**src/rtl/reg_write_arbiter_pkg.sv**
```systemverilog
// reg_write_arbiter_pkg: shared constants, FSM encoding and round-robin pick helper
package reg_write_arbiter_pkg;
   localparam int NUM_REQ = 4;
   localparam int IDX_W = 2;
   localparam int CNT_W = 16;
   typedef enum logic {IDLE = 1'b0, ACK = 1'b1} state_t;
   function automatic logic [IDX_W-1:0] rr_pick(input logic [NUM_REQ-1:0] req, input logic [IDX_W-1:0] ptr);
      logic [IDX_W-1:0] idx;
      logic [IDX_W-1:0] win;
      logic found;
      win = ptr;
      found = 1'b0;
      for (int k = 0; k < NUM_REQ; k++) begin
         idx = ptr + IDX_W'(k);
         if (!found && req[idx]) begin
            win = idx;
            found = 1'b1;
         end
      end
      return win;
   endfunction
endpackage

```
**src/rtl/reg_write_arbiter_register.sv**
```systemverilog
// register: shared storage register with write enable and synchronous reset
module register #(
   parameter int BIT_WIDTH = 32,
   parameter logic [BIT_WIDTH-1:0] RESET_VALUE = '0
) (
   input  logic                 clk,
   input  logic                 reset,
   input  logic                 en_write,
   input  logic [BIT_WIDTH-1:0] data_in,
   output logic [BIT_WIDTH-1:0] data_out
);
   // load on enable, reset wins
   always_ff @(posedge clk)
      data_out <= reset ? RESET_VALUE : (en_write ? data_in : data_out);
endmodule

```
**src/rtl/reg_write_arbiter.sv**
```systemverilog
// reg_write_arbiter: round-robin arbitration of four writers onto one shared register
module reg_write_arbiter
   import reg_write_arbiter_pkg::*;
#(
   parameter int BIT_WIDTH = 32,
   parameter logic [BIT_WIDTH-1:0] RESET_VALUE = '0
) (
   input  logic                         clk,
   input  logic                         reset,
   input  logic [NUM_REQ-1:0]           req,
   input  logic [NUM_REQ*BIT_WIDTH-1:0] data_in,
   output logic [NUM_REQ-1:0]           ack,
   output logic [BIT_WIDTH-1:0]         data_out,
   output logic [IDX_W-1:0]             owner,
   output logic                         busy,
   output logic [CNT_W-1:0]             write_count
);
   state_t state, next_state;
   logic [IDX_W-1:0] rr_ptr, winner;
   logic en_write;
   logic [BIT_WIDTH-1:0] win_data;

   assign winner = rr_pick(req, rr_ptr);
   assign win_data = data_in[int'(winner)*BIT_WIDTH +: BIT_WIDTH];

   // state register
   always_ff @(posedge clk)
      state <= reset ? IDLE : next_state;

   // a grant always lasts exactly one ACK cycle
   always_comb
      next_state = (state == IDLE && |req) ? ACK : IDLE;

   // ack follows the registered owner so it is one-hot at the winner during ACK
   always_comb begin
      en_write = (state == IDLE) && |req;
      busy = (state == ACK);
      ack = (state == ACK) ? NUM_REQ'(1) << owner : '0;
   end

   // pointer, owner and saturating count advance only when a write is captured
   always_ff @(posedge clk) begin
      if (reset) begin
         rr_ptr <= '0;
         owner <= '0;
         write_count <= '0;
      end else if (en_write) begin
         rr_ptr <= winner + IDX_W'(1);
         owner <= winner;
         write_count <= (write_count == '1) ? write_count : write_count + CNT_W'(1);
      end
   end

   register #(
      .BIT_WIDTH(BIT_WIDTH),
      .RESET_VALUE(RESET_VALUE)
   ) u_reg (
      .clk(clk),
      .reset(reset),
      .en_write(en_write),
      .data_in(win_data),
      .data_out(data_out)
   );
endmodule

```
**config.mk**
```make
export PLATFORM = sky130hd
export DESIGN_NAME = reg_write_arbiter
export DESIGN_NICKNAME = d
export VERILOG_FILES = /design/src/rtl/reg_write_arbiter_pkg.sv /design/src/rtl/reg_write_arbiter_register.sv /design/src/rtl/reg_write_arbiter.sv
export SDC_FILE = /design/constraint.sdc
export NUM_CORES = 1
export LEC_CHECK = 0
export ABC_AREA = 1
export BUFFER_PORTS_ARGS = -buffer_cell sky130_fd_sc_hd__clkbuf_2
export CORE_AREA = 5 5 97 99
export CTS_BUF_LIST = sky130_fd_sc_hd__clkbuf_16
export DETAILED_ROUTE_END_ITERATION = 12
export DIE_AREA = 0 0 102 104
export PLACE_DENSITY = 0.88
export SYNTH_ARGS = -nofsm -noshare
export SYNTH_HDL_FRONTEND = slang
export SYNTH_SLANG_ARGS = --single-unit
```
**constraint.sdc**
```tcl
create_clock -name clk -period 2.1 [get_ports clk]
set_clock_uncertainty 0.1 [all_clocks]
set_input_delay 0.21 -clock clk [delete_from_list [all_inputs] [get_ports clk]]
set_output_delay 0.21 -clock clk [all_outputs]
set_load 0.02 [all_outputs]
```
==> summary.md <==
| Metric | Value |
|---|---|
| Status | `finished, violations left` |
| Failing checks | `negative setup slack` |
| DIE AREA | `10610 sq um` |
| R2R depth | `14` |
| R2R Path End | `rr_ptr[1]$_SDFFE_PP0P_` |
| Max FO, Critical Path | `18` |
| Grt total ovfl | `0` |
| Vias in the first global route | `4279` |
| Clock sinks | `53` |
| CORE AREA | `8466 sq um` |
| Tightest Pin Transition | `447.9 ps` |
| Finished Layout Cells | `1011` |
| Reg2reg setup slack | `-10 ps` |
| Synth Cell Area | `3874 sq um` |
| Synth cell types | `29` |
| Critical Path Source Type | `register` |
| Yosys warns | `0` |
| R2R Path Start | `rr_ptr[0]$_SDFFE_PP0P_` |
| Layout cell share with drive strength beyond 1 | `32.45%` |
| Area Growth Syn to Fin | `51.74%` |
| Top-area cell type share of the netlist area | `27.81%` |
| Total track usage | `22.08%` |
| CP required | `2230 ps` |
| I/O pin count | `189` |
| H-Tree Depth | `2` |
| Starting Density | `45.76%` |
| Initial antenna violation count | `0` |
| Nets | `1037` |
| LEAKAGE | `3.407 nW` |
| Final setup fails | `3` |
| CTS Hold Bufs | `0` |
| Dpl cell area | `4945 sq um` |
| Cell total after placement | `972` |
| Crit end category | `register` |
| Largest net degree at the start of global routing | `48` |
| Max Buffers Root-to-Sink | `2` |
| Worst skew pair latency | `290 ps` |
| Dpl ws | `25.09 ps` |
| Crit path max-delay family | `simple AND/OR/NAND/NOR gates` |
| Row cnt | `34` |
| Register area share after synthesis | `27.39%` |
| Seq cells post-synth | `53` |
| Seq pwr share | `16.1%` |
| Setup slack after layout | `-13.35 ps` |
| Unrepaired setup endpoints after global routing | `true` |
| Synth area leader | `nand2_1` |
| Root buffer cell | `clkbuf_16` |
| Total wire length | `15320 um` |
| Hold Path Class | `in2reg` |
| Final Wtd Congestion | `0.8975` |
| DR pass1 iterations | `5` |
| Switching share of power | `47.95%` |
| Slowest cell on crit path | `dfxtp_4` |
| Worst slew margin | `70.14%` |
| First-pass GRT wire length | `19420 um` |
| DP Wirelength | `9218 um` |
| Drt initial violations | `239` |
| Min-Delay Path Depth | `7` |
| Final hold vios | `0` |
| Critical path buffer and inverter count | `4` |
| WHS Endpoint | `u_reg.data_out[26]$_SDFFE_PP0P_` |
| Combinational Power Share | `73.9%` |
| Largest cells by area after synthesis | `nand2_1, dfxtp_1, nand3_1, nor2_1, inv_1` |
| # DRC | `0` |
| CP peak stage delay | `370 ps` |
| Syn Area/Cell | `5.542 sq um` |
| Routed Antenna Nets | `0` |
| WL/cell | `15.16 um` |
| Top achievable clock speed | `473.2 MHz` |
| Critical path class | `reg2reg` |
| Post-layout min period | `2113 ps` |
| CTS Buf Count | `5` |
| Final Util | `69.44%` |
| CTS tree | `built` |
| Fin area | `5878 sq um` |
| Clock share of power | `10.0%` |
| Max cap viols | `0` |
| Vias | `5185` |
| DIE HEIGHT | `104 um` |
| Power Internal | `4.841 mW` |
| Switch Pwr | `4.459 mW` |
| Worst EP arrival | `2240 ps` |
| Pins Over Slew Limit | `0` |
| Period Utilization, post-route | `100.6%` |
| Number of port buffers | `188` |
| Crit-path cells | `buf_6 -> nand2_2 -> nand2_4 -> nand2_2 -> nand2_4 -> nor2_4 -> nand3_4 -> buf_12 -> buf_12 -> a21oi_2 -> nand2_1 -> nand3_1 -> nand2_1 -> inv_1` |
| Chip width | `102 um` |
| Power, Total | `9.300 mW` |
| Syn_nets | `834` |
| Hold Path Origin | `data_in[26]` |
| Post-Syn Instances | `699` |
| Clock-pin slew on the worst setup and hold paths | `70 ps` |
| Pwr dens | `1582 nW/um^2` |
| Antenna fix cells | `0` |
| Worst VDD drop | `1.102 mV` |
| Vias/cell | `5.129` |
## per-stage QoR
stage | setup TNS (ps) | hold slack [ps]
floorplan | 0 | 386.3
global placement | 0 | 376.5
detailed placement | 0 | 394.5
CTS | 0 | 191.7
global route | -4007 | 222.9
finish | -20.35 | 187.3
## sequential cells by signal, summed over array words and instances (netlist names)
register / count
u_reg.data_out: 32
owner: 2
busy: 1
write_count: 16
rr_ptr: 2
## worst min-delay path: cells and delay by family
family	cells	cell delay (ps)
buffers and inverters	2	110
and+or+nand+nor	5	220
## power groups by stage
stage,sequential [mW],combinational (mW),clock [mW]
detailed placement,1.49,4.70,0
floorplan,1.79,3.28,0
CTS,1.47,4.73,0.930
global route,1.53,7.46,0.981
global placement,1.48,4.68,0
finish,1.50,6.88,0.927
## cells in the mapped netlist (all sizes together)
cell type    n
o21a         1
or2          1
nand4        5
o21bai       1
nand2      294
o21ai        9
nor2        80
xnor2        2
nor3b        2
and3         2
a21oi       11
nand3      115
ha           1
nor4         1
dfxtp       53
a31oi        2
a211oi       1
clkbuf      14
a41oi        1
buf         29
nor3        11
inv         63
## worst max path at each step
stage / from / to / cells past startpoint
floorplan: write_count[6]$_SDFFE_PP0P_ / write_count[15]$_SDFFE_PP0P_ / 6
global placement: rr_ptr[0]$_SDFFE_PP0P_ / u_reg.data_out[21]$_SDFFE_PP0P_ / 16
detailed placement: rr_ptr[1]$_SDFFE_PP0P_ / u_reg.data_out[21]$_SDFFE_PP0P_ / 15
CTS: rr_ptr[1]$_SDFFE_PP0P_ / u_reg.data_out[21]$_SDFFE_PP0P_ / 15
global route: rr_ptr[0]$_SDFFE_PP0P_ / u_reg.data_out[10]$_SDFFE_PP0P_ / 17
finish: rr_ptr[0]$_SDFFE_PP0P_ / rr_ptr[1]$_SDFFE_PP0P_ / 14
## cell usage in the layout, fill, tap and decap left out, drive strengths merged, types with 2 or more instances in the layout
master / n
nor3b: 2
xnor2: 2
nand2: 295
nand4: 5
o21ai: 9
buf: 37
and3: 2
nand3: 115
a31oi: 2
inv: 64
clkbuf: 206
dfxtp: 53
a21oi: 11
nor3: 11
nor2: 80
## cell families (layout without fill, tap and decap cells)
kind of cell    count (synthesis)  after routing  share of synthesized area [%]
simple gates                  511            512                          55.26
buf+inv                       106            309                          12.86
flops                          53             53                          27.39
compound gates                 26             26                          3.715
xor+xnor                        2              2                         0.4523
fa+ha+maj                       1              1                         0.3229
## layer usage
| layer | vias up | wire, um | track usage, % |
|---|---|---|---|
| met2 | 281 | 7599 | 37.23 |
| met3 | 45 | 1484 | 5.500 |
| met5 | - | 0 | 0 |
| li1 | 2589 | - | - |
| met1 | 2270 | 5735 | 28.01 |
| met4 | 0 | 505 | 5.155 |
## layout make-up
cell class / instances / area (sq um)
flip-flops and latches: 53 / 1069
inverters: 63 / 244.0
clock inverters: 3 / 37.54
well taps: 108 / 135.1
fillers: 736 / 2587
multi-input cells: 541 / 2566
clock buffers: 5 / 125.1
repair buffers: 238 / 1702
## what timing repair did
item,CTS,global route
setup endpoints to repair,0,35
resized for setup,0,66
setup buffers,0,10
Note: power is estimated with default switching activity, not from simulation.
